$ cat config.mk
export PLATFORM = sky130hd
export DESIGN_NAME = npc_pipe_flat
export DESIGN_NICKNAME = d
export VERILOG_FILES = /design/src/rtl/npc_pipe_pkg.sv /design/src/rtl/npc_pipe_if.sv /design/src/rtl/npc_pipe_target.sv /design/src/rtl/npc_pipe.sv /design/src/flat_wrapper.sv
export SDC_FILE = /design/constraint.sdc
export NUM_CORES = 1
export LEC_CHECK = 0
export ABC_AREA = 1
export CAP_MARGIN = 20
export CORE_UTILIZATION = 53
export CTS_CLUSTER_DIAMETER = 100
export CTS_CLUSTER_SIZE = 8
export DETAILED_ROUTE_END_ITERATION = 6
export GPL_ROUTABILITY_DRIVEN = 0
export PLACE_DENSITY = 0.85
export SYNTH_ARGS = -nofsm -noshare
export SYNTH_HDL_FRONTEND = slang
export SYNTH_SLANG_ARGS = --single-unit
export TNS_END_PERCENT = 50
$ cat constraint.sdc
create_clock -name clk -period 7.06 [get_ports clk]
set_input_delay 1.412 -clock clk [delete_from_list [all_inputs] [get_ports clk]]
set_output_delay 1.412 -clock clk [all_outputs]
set_load 0.1 [all_outputs]
$ cat src/rtl/npc_pipe_pkg.sv
// Shared next-PC definitions: op encodings used by the D-stage controller, FSM states.
package npc_pipe_pkg;

  localparam int NPC_OP_W = 2;

  typedef enum logic [NPC_OP_W-1:0] {
    NPC_OP_PC4 = 2'd0,
    NPC_OP_BR  = 2'd1,
    NPC_OP_J   = 2'd2,
    NPC_OP_JR  = 2'd3
  } npc_op_e;

  typedef enum logic {
    ST_RUN  = 1'b0,
    ST_PEND = 1'b1
  } npc_state_e;

endpackage

$ cat src/rtl/npc_pipe_if.sv
// D-stage control-flow bundle into the fetch PC; exception fields exist only with NPC_EXC_EN.
// master = D-stage side driving redirects, slave = npc_pipe.
interface npc_pipe_if
  import npc_pipe_pkg::*;
#(
  parameter int ADDR_W = 32
);
  logic                stall_f;
  logic                redir_valid;
  logic [NPC_OP_W-1:0] npc_op;
  logic                br_taken;
  logic [15:0]         br_imm;
  logic [25:0]         j_imm;
  logic [ADDR_W-1:0]   jr_target;
  logic [ADDR_W-1:0]   pc_d;
  logic [ADDR_W-1:0]   pc_f;
  logic [ADDR_W-1:0]   link_d;
  logic                redir_pending;
`ifdef NPC_EXC_EN
  logic                exc_req;
  logic                eret_req;
  logic [ADDR_W-1:0]   epc;
  logic                fetch_adel;
`endif

  modport master (
    output stall_f, redir_valid, npc_op, br_taken, br_imm, j_imm, jr_target, pc_d,
`ifdef NPC_EXC_EN
    output exc_req, eret_req, epc,
    input  fetch_adel,
`endif
    input  pc_f, link_d, redir_pending
  );

  modport slave (
    input  stall_f, redir_valid, npc_op, br_taken, br_imm, j_imm, jr_target, pc_d,
`ifdef NPC_EXC_EN
    input  exc_req, eret_req, epc,
    output fetch_adel,
`endif
    output pc_f, link_d, redir_pending
  );

endinterface

$ cat src/rtl/npc_pipe_target.sv
// Redirect target from D-stage control flow; purely combinational, no state, no backpressure.
// tgt_vld is low for PC4 and for untaken branches.
module npc_target
  import npc_pipe_pkg::*;
#(
  parameter int ADDR_W = 32
) (
  input  logic [NPC_OP_W-1:0] npc_op,
  input  logic                br_taken,
  input  logic [15:0]         br_imm,
  input  logic [25:0]         j_imm,
  input  logic [ADDR_W-1:0]   jr_target,
  input  logic [ADDR_W-1:0]   pc_d,
  output logic [ADDR_W-1:0]   tgt,
  output logic                tgt_vld
);

  npc_op_e           op;
  logic [ADDR_W-1:0] br_off;
  logic [ADDR_W-1:0] br_tgt;
  logic [ADDR_W-1:0] j_tgt;

  assign op     = npc_op_e'(npc_op);
  assign br_off = {{(ADDR_W-18){br_imm[15]}}, br_imm, 2'b00};
  assign br_tgt = pc_d + ADDR_W'(4) + br_off;

  // The jump region comes from the D-stage PC, i.e. the branch itself, not the delay slot.
  generate
    if (ADDR_W > 28) begin : g_jregion
      assign j_tgt = {pc_d[ADDR_W-1:28], j_imm, 2'b00};
    end else begin : g_jflat
      assign j_tgt = {j_imm, 2'b00};
    end
  endgenerate

  always_comb begin
    tgt     = '0;
    tgt_vld = 1'b0;
    case (op)
      NPC_OP_BR: begin
        tgt     = br_tgt;
        tgt_vld = br_taken;
      end
      NPC_OP_J: begin
        tgt     = j_tgt;
        tgt_vld = 1'b1;
      end
      NPC_OP_JR: begin
        tgt     = jr_target;
        tgt_vld = 1'b1;
      end
      default: begin
        tgt     = '0;
        tgt_vld = 1'b0;
      end
    endcase
  end

endmodule

$ cat src/rtl/npc_pipe.sv
// Fetch PC register with next-PC select; redirect latency 1 cycle, stalled redirects held until stall_f drops.
// Optional exception/eret entry under NPC_EXC_EN (overrides stall_f).
module npc_pipe
  import npc_pipe_pkg::*;
#(
  parameter int                ADDR_W   = 32,
  parameter logic [ADDR_W-1:0] RESET_PC = 32'h0000_3000
`ifdef NPC_EXC_EN
  ,
  parameter logic [ADDR_W-1:0] EXC_VEC  = 32'h0000_4180
`endif
) (
  input logic       clk,
  input logic       reset,
  npc_pipe_if.slave bus
);

  npc_state_e        state;
  logic [ADDR_W-1:0] pc_q;
  logic [ADDR_W-1:0] cap_q;
  logic [ADDR_W-1:0] tgt;
  logic              tgt_vld;
  logic              redir;

  npc_target #(.ADDR_W(ADDR_W)) u_target (
    .npc_op    (bus.npc_op),
    .br_taken  (bus.br_taken),
    .br_imm    (bus.br_imm),
    .j_imm     (bus.j_imm),
    .jr_target (bus.jr_target),
    .pc_d      (bus.pc_d),
    .tgt       (tgt),
    .tgt_vld   (tgt_vld)
  );

  assign redir = bus.redir_valid & tgt_vld;

  always_ff @(posedge clk) begin
    if (reset) begin
      state <= ST_RUN;
      pc_q  <= RESET_PC;
      cap_q <= '0;
    end
`ifdef NPC_EXC_EN
    else if (bus.exc_req) begin
      state <= ST_RUN;
      pc_q  <= EXC_VEC;
    end else if (bus.eret_req) begin
      state <= ST_RUN;
      pc_q  <= bus.epc;
    end
`endif
    else begin
      case (state)
        ST_RUN: begin
          if (redir) begin
            if (bus.stall_f) begin
              cap_q <= tgt;
              state <= ST_PEND;
            end else begin
              pc_q <= tgt;
            end
          end else if (!bus.stall_f) begin
            pc_q <= pc_q + ADDR_W'(4);
          end
        end
        ST_PEND: begin
          // Last redirect wins; a fresh one on the release cycle bypasses the capture.
          if (bus.stall_f) begin
            if (redir) cap_q <= tgt;
          end else begin
            pc_q  <= redir ? tgt : cap_q;
            state <= ST_RUN;
          end
        end
        default: state <= ST_RUN;
      endcase
    end
  end

  assign bus.pc_f          = pc_q;
  assign bus.redir_pending = (state == ST_PEND);
  assign bus.link_d        = bus.pc_d + ADDR_W'(8);
`ifdef NPC_EXC_EN
  assign bus.fetch_adel    = (pc_q[1:0] != 2'b00);
`endif

endmodule

$ cat src/flat_wrapper.sv
// flat-port wrapper written by rule: the top's interface ports become plain ports
module npc_pipe_flat import npc_pipe_pkg::*;
#(
  parameter int                ADDR_W   = 32,
  parameter logic [ADDR_W-1:0] RESET_PC = 32'h0000_3000

)
  (clk, reset, bus_stall_f, bus_redir_valid, bus_npc_op, bus_br_taken, bus_br_imm, bus_j_imm, bus_jr_target, bus_pc_d, bus_pc_f, bus_link_d, bus_redir_pending);
  npc_pipe_if #(.ADDR_W(ADDR_W)) bus_i ();
  input logic clk;
  input logic reset;
  input wire logic [$bits(bus_i.stall_f)-1:0] bus_stall_f;
  input wire logic [$bits(bus_i.redir_valid)-1:0] bus_redir_valid;
  input wire logic [$bits(bus_i.npc_op)-1:0] bus_npc_op;
  input wire logic [$bits(bus_i.br_taken)-1:0] bus_br_taken;
  input wire logic [$bits(bus_i.br_imm)-1:0] bus_br_imm;
  input wire logic [$bits(bus_i.j_imm)-1:0] bus_j_imm;
  input wire logic [$bits(bus_i.jr_target)-1:0] bus_jr_target;
  input wire logic [$bits(bus_i.pc_d)-1:0] bus_pc_d;
  output wire logic [$bits(bus_i.pc_f)-1:0] bus_pc_f;
  output wire logic [$bits(bus_i.link_d)-1:0] bus_link_d;
  output wire logic [$bits(bus_i.redir_pending)-1:0] bus_redir_pending;
  assign bus_i.stall_f = bus_stall_f;
  assign bus_i.redir_valid = bus_redir_valid;
  assign bus_i.npc_op = bus_npc_op;
  assign bus_i.br_taken = bus_br_taken;
  assign bus_i.br_imm = bus_br_imm;
  assign bus_i.j_imm = bus_j_imm;
  assign bus_i.jr_target = bus_jr_target;
  assign bus_i.pc_d = bus_pc_d;
  assign bus_pc_f = bus_i.pc_f;
  assign bus_link_d = bus_i.link_d;
  assign bus_redir_pending = bus_i.redir_pending;
  npc_pipe #(.ADDR_W(ADDR_W), .RESET_PC(RESET_PC)) u_core (.clk(clk), .reset(reset), .bus(bus_i));
endmodule
==> flow_metrics.py <==
metrics = {
    "synth": {
        "synth_seq_area_share_pct": 17.64,
        "yosys_most_used_dff": "dfxtp_1",
        "synthArstFlopShare_pct": 0,
        "syn-cell-area_mm2": 0.007376,
        "synth_nets": 1409,
        "synth_area_per_cell_um2": 5.967,
        "syn-instance-count": 1236,
        "synth-warning-count": 0,
        "synth_edf_count": 0,
        "ys_seq_elements": 65,
        "yosysUniqueCellTypes": 44,
    },
    "timing": {
        "tns_ns": 0,
        "drv_slew": 0,
        "hold_violations": 0,
        "setup_violations": 0,
        "fin_crit_ns": 5.784,
        "whs_ns": 0.4768,
        "max_freq_mhz": 172.9,
        "relSlewSlack_pct": 34.40,
        "finClkSkew_ns": 0.005970,
        "final.period_utilization_pct": 81.93,
        "worst_pin_slew_ns": 0.9809,
        "rsz0062_at_grt": "no",
    },
    "route": {
        "drtPass1Iterations": 6,
        "drtIter0Drc": 910,
        "wl_mm": 23.54,
        "vias_per_cell": 5.670,
        "wl_per_cell_um": 15.01,
        "ant_nets": 0,
        "drc": 0,
        "num_vias": 8891,
    },
    "floorplan": {
        "core_mm2": 0.01340,
        "dieArea_mm2": 0.01439,
        "core.rowCount": 42,
        "start_util_pct": 55.04,
        "die_w_um": 120.0,
        "pin_count": 178,
        "fp.dieH_um": 120.0,
    },
    "grt": {
        "grt.total_usage_pct": 33.12,
        "grt_max_degree": 55,
        "grt_pass1_vias": 8244,
        "grt_remaining_overflow": 0,
        "grt_first_pass_wirelength_mm": 38.78,
        "antenna_found_initial": 1,
    },
    "worst_hold_path": {
        "hp-class": "reg -> reg",
        "hold_depth": 2,
    },
    "clock_tree": {
        "ctsResizeCount": 0,
        "cts_max_level": 3,
        "cts_buffers": 9,
        "cts_setup_buffers": 0,
        "clkLatencyLatePin_ns": 0.35,
        "hold_buffers": 0,
        "cts.sinks": 65,
        "clock_path_buffers": 2,
        "clk_pin_slew_ns": 0.06,
        "tritoncts": "yes",
        "cts_root_buffer": "clkbuf_16",
    },
    "setup_path": {
        "cpMaxStageDelayCell": "clkdlybuf4s50_1",
        "start_kind": "input pin",
        "critical_path_buf_inv_count": 2,
        "worstPathRequired_ns": 5.65,
        "path_cells": "clkdlybuf4s50_1 -> ha_1 -> nand2_1 -> nor3b_4 -> nand4_4 -> nor2_4 -> nand3_4 -> xor2_1 -> clkdlybuf4s50_1",
        "reg2reg_depth": 9,
        "path_delay_family": "buffers and inverters",
        "crit_top_cell": "clkdlybuf4s50_1",
        "worst-path-stages": 9,
        "worstPathArrival_ns": 4.37,
        "cp-end-kind": "output port",
        "r2r_slack_ns": 4.87,
        "slowest_delay_ns": 1.16,
        "critPathKind": "in -> out",
        "cp_max_fo": 4,
    },
    "placed_design": {
        "numPortBuffers": 177,
        "hpwl_mm": 17.94,
    },
    "pwr": {
        "p_sw_w": 0.0006899,
        "p_clk_share_pct": 29.8,
        "p_leak_nw": 4.374,
        "sw_frac_of_total_pct": 42.41,
        "comb_power_share_pct": 44.3,
        "share_seq_of_total_power_pct": 25.9,
        "p_int_w": 0.0009368,
        "p_per_area_mw_per_mm2": 170.1,
        "ir_drop_uv": 129.9,
    },
    "final_layout": {
        "design.final.nets": 1559,
        "fin_util_pct": 71.36,
        "layout-drive-gt1-share_pct": 4.601,
        "final.fill_count": 1210,
        "area_delta_synth_final_pct": 29.65,
        "multi_input_area_mm2": 0.005246,
        "final-seq-area_mm2": 0.001301,
    },
    "run": {
        "drv_cap": 0,
    },
    "run_status": {
        "status": "completed",
    },
}
[cells by family (layout without fill, tap and decap cells)]
group / count (synthesis) / in the layout / share of synthesized area (%)
flip-flops: 65 / 65 / 17.64
other: 0 / 1 / 0
XOR/XNOR: 43 / 43 / 5.106
AND/OR/NAND/NOR: 600 / 600 / 35.86
adder cells (fa/ha/maj): 60 / 60 / 10.28
AO/OA/AOI/OAI: 251 / 251 / 19.85
buffers and inverters: 217 / 372 / 11.26
[cell usage after synthesis (7+ instances only)]
cell type,n,area share [%]
a21oi_1,90,6.1
a31oi_1,19,1.6
a22o_1,12,1.4
inv_1,167,8.5
o21bai_1,8,0.81
o2111ai_1,9,1.1
nand2_1,343,17
nor3_1,17,1.2
clkbuf_1,38,1.9
ha_1,59,10
xnor2_1,13,1.5
o21ai_0,82,5.6
o211ai_1,12,1.2
dfxtp_1,65,18
nand4_1,11,0.93
nand3b_1,7,0.71
nor2_1,98,5.0
nand3_1,94,6.4
xor2_1,30,3.6
[layer usage]
metal  vias up  track usage (%)  share of wire (%)  routed length, um
met2       432            56.57                 47              11100
met5         -                0                  0                  0
met4         0            10.47                2.9                687
li1       4392                -                  -                  -
met1      4002            41.51                 41               9663
met3        65            6.511                8.8               2083
[worst paths after layout]
| path | startpoint | end |
|---|---|---|
| worst max-delay path | bus_pc_d[3] | bus_link_d[21] |
| worst min register to register | u_core.cap_q[6]$_SDFFE_PP0P_ | u_core.cap_q[6]$_SDFFE_PP0P_ |
| worst min-delay path | u_core.cap_q[6]$_SDFFE_PP0P_ | u_core.cap_q[6]$_SDFFE_PP0P_ |
| worst max register to register | u_core.bus.pc_f[5]$_SDFFE_PP0P_ | u_core.bus.pc_f[25]$_SDFFE_PP0P_ |
[power groups by stage]
| stage | registers [W] | clock network (W) | logic, W |
|---|---|---|---|
| finish | 0.000421 | 0.000485 | 0.000721 |
| global route | 0.000424 | 0.000507 | 0.000780 |
| CTS | 0.000420 | 0.000486 | 0.000712 |
| detailed placement | 0.000427 | 0 | 0.000708 |
| global placement | 0.000427 | 0 | 0.000699 |
| floorplan | 0.000521 | 0 | 0.000399 |
[sequential cells by signal (all words and copies together) (netlist names)]
name / cells
u_core.bus.pc_f: 32
u_core.cap_q: 32
u_core.bus.redir_pending: 1
[final cells by class]
cell class	instances	area share, %
diodes	1	0.02617
clock buffers	9	2.355
clock inverters	7	0.9944
inverters	170	6.673
multi-input cells	954	54.86
flip-flops and latches	65	13.61
well taps	176	2.303
repair buffers	186	19.18
[placed cells by master (no fill, tap or decap), drive strengths merged]
master,Yosys,final
a311oi,1,1
nor3b,3,3
o2111ai,9,9
a21oi,90,90
clkbuf,38,9
clkinv,0,4
clkdlybuf4s50,0,167
ha,59,59
xor2,30,30
fa,1,1
xnor2,13,13
a221oi,4,4
nand3,101,101
dfxtp,65,65
and3,1,1
nand4,12,12
nor4,2,2
nor2,108,108
or2,1,1
diode,0,1
clkinvlp,0,1
bufinv,0,2
o21bai,8,8
a22o,12,12
inv,170,170
nand2,345,345
buf,9,19
a41oi,5,5
o211ai,12,12
o21ai,86,86
nor3,20,20
a221o,2,2
a31oi,19,19
a21o,2,2
nand3b,7,7
a21boi,1,1
[metrics by stage]
step	std cells	area [um^2]	setup slack [ns]	total power, W
after floorplan	1236	7376	1.430	0.0009198
after global placement	1550	9213	1.329	0.001126
after detailed placement	1550	9213	1.242	0.001135
after CTS	1566	9533	1.236	0.001618
after global routing	1568	9563	1.084	0.001712
final	1568	9563	1.276	0.001627
[worst reg2reg max path, delay by kind of cell, from the launching register on]
kind                      cells  cell delay, ns
DFF                           1            0.42
AOI/OAI and AO/OA             1            0.14
xor gates and xnor gates      1            0.15
and+or+nand+nor               7            1.36
(Power assumes the default switching activity.)
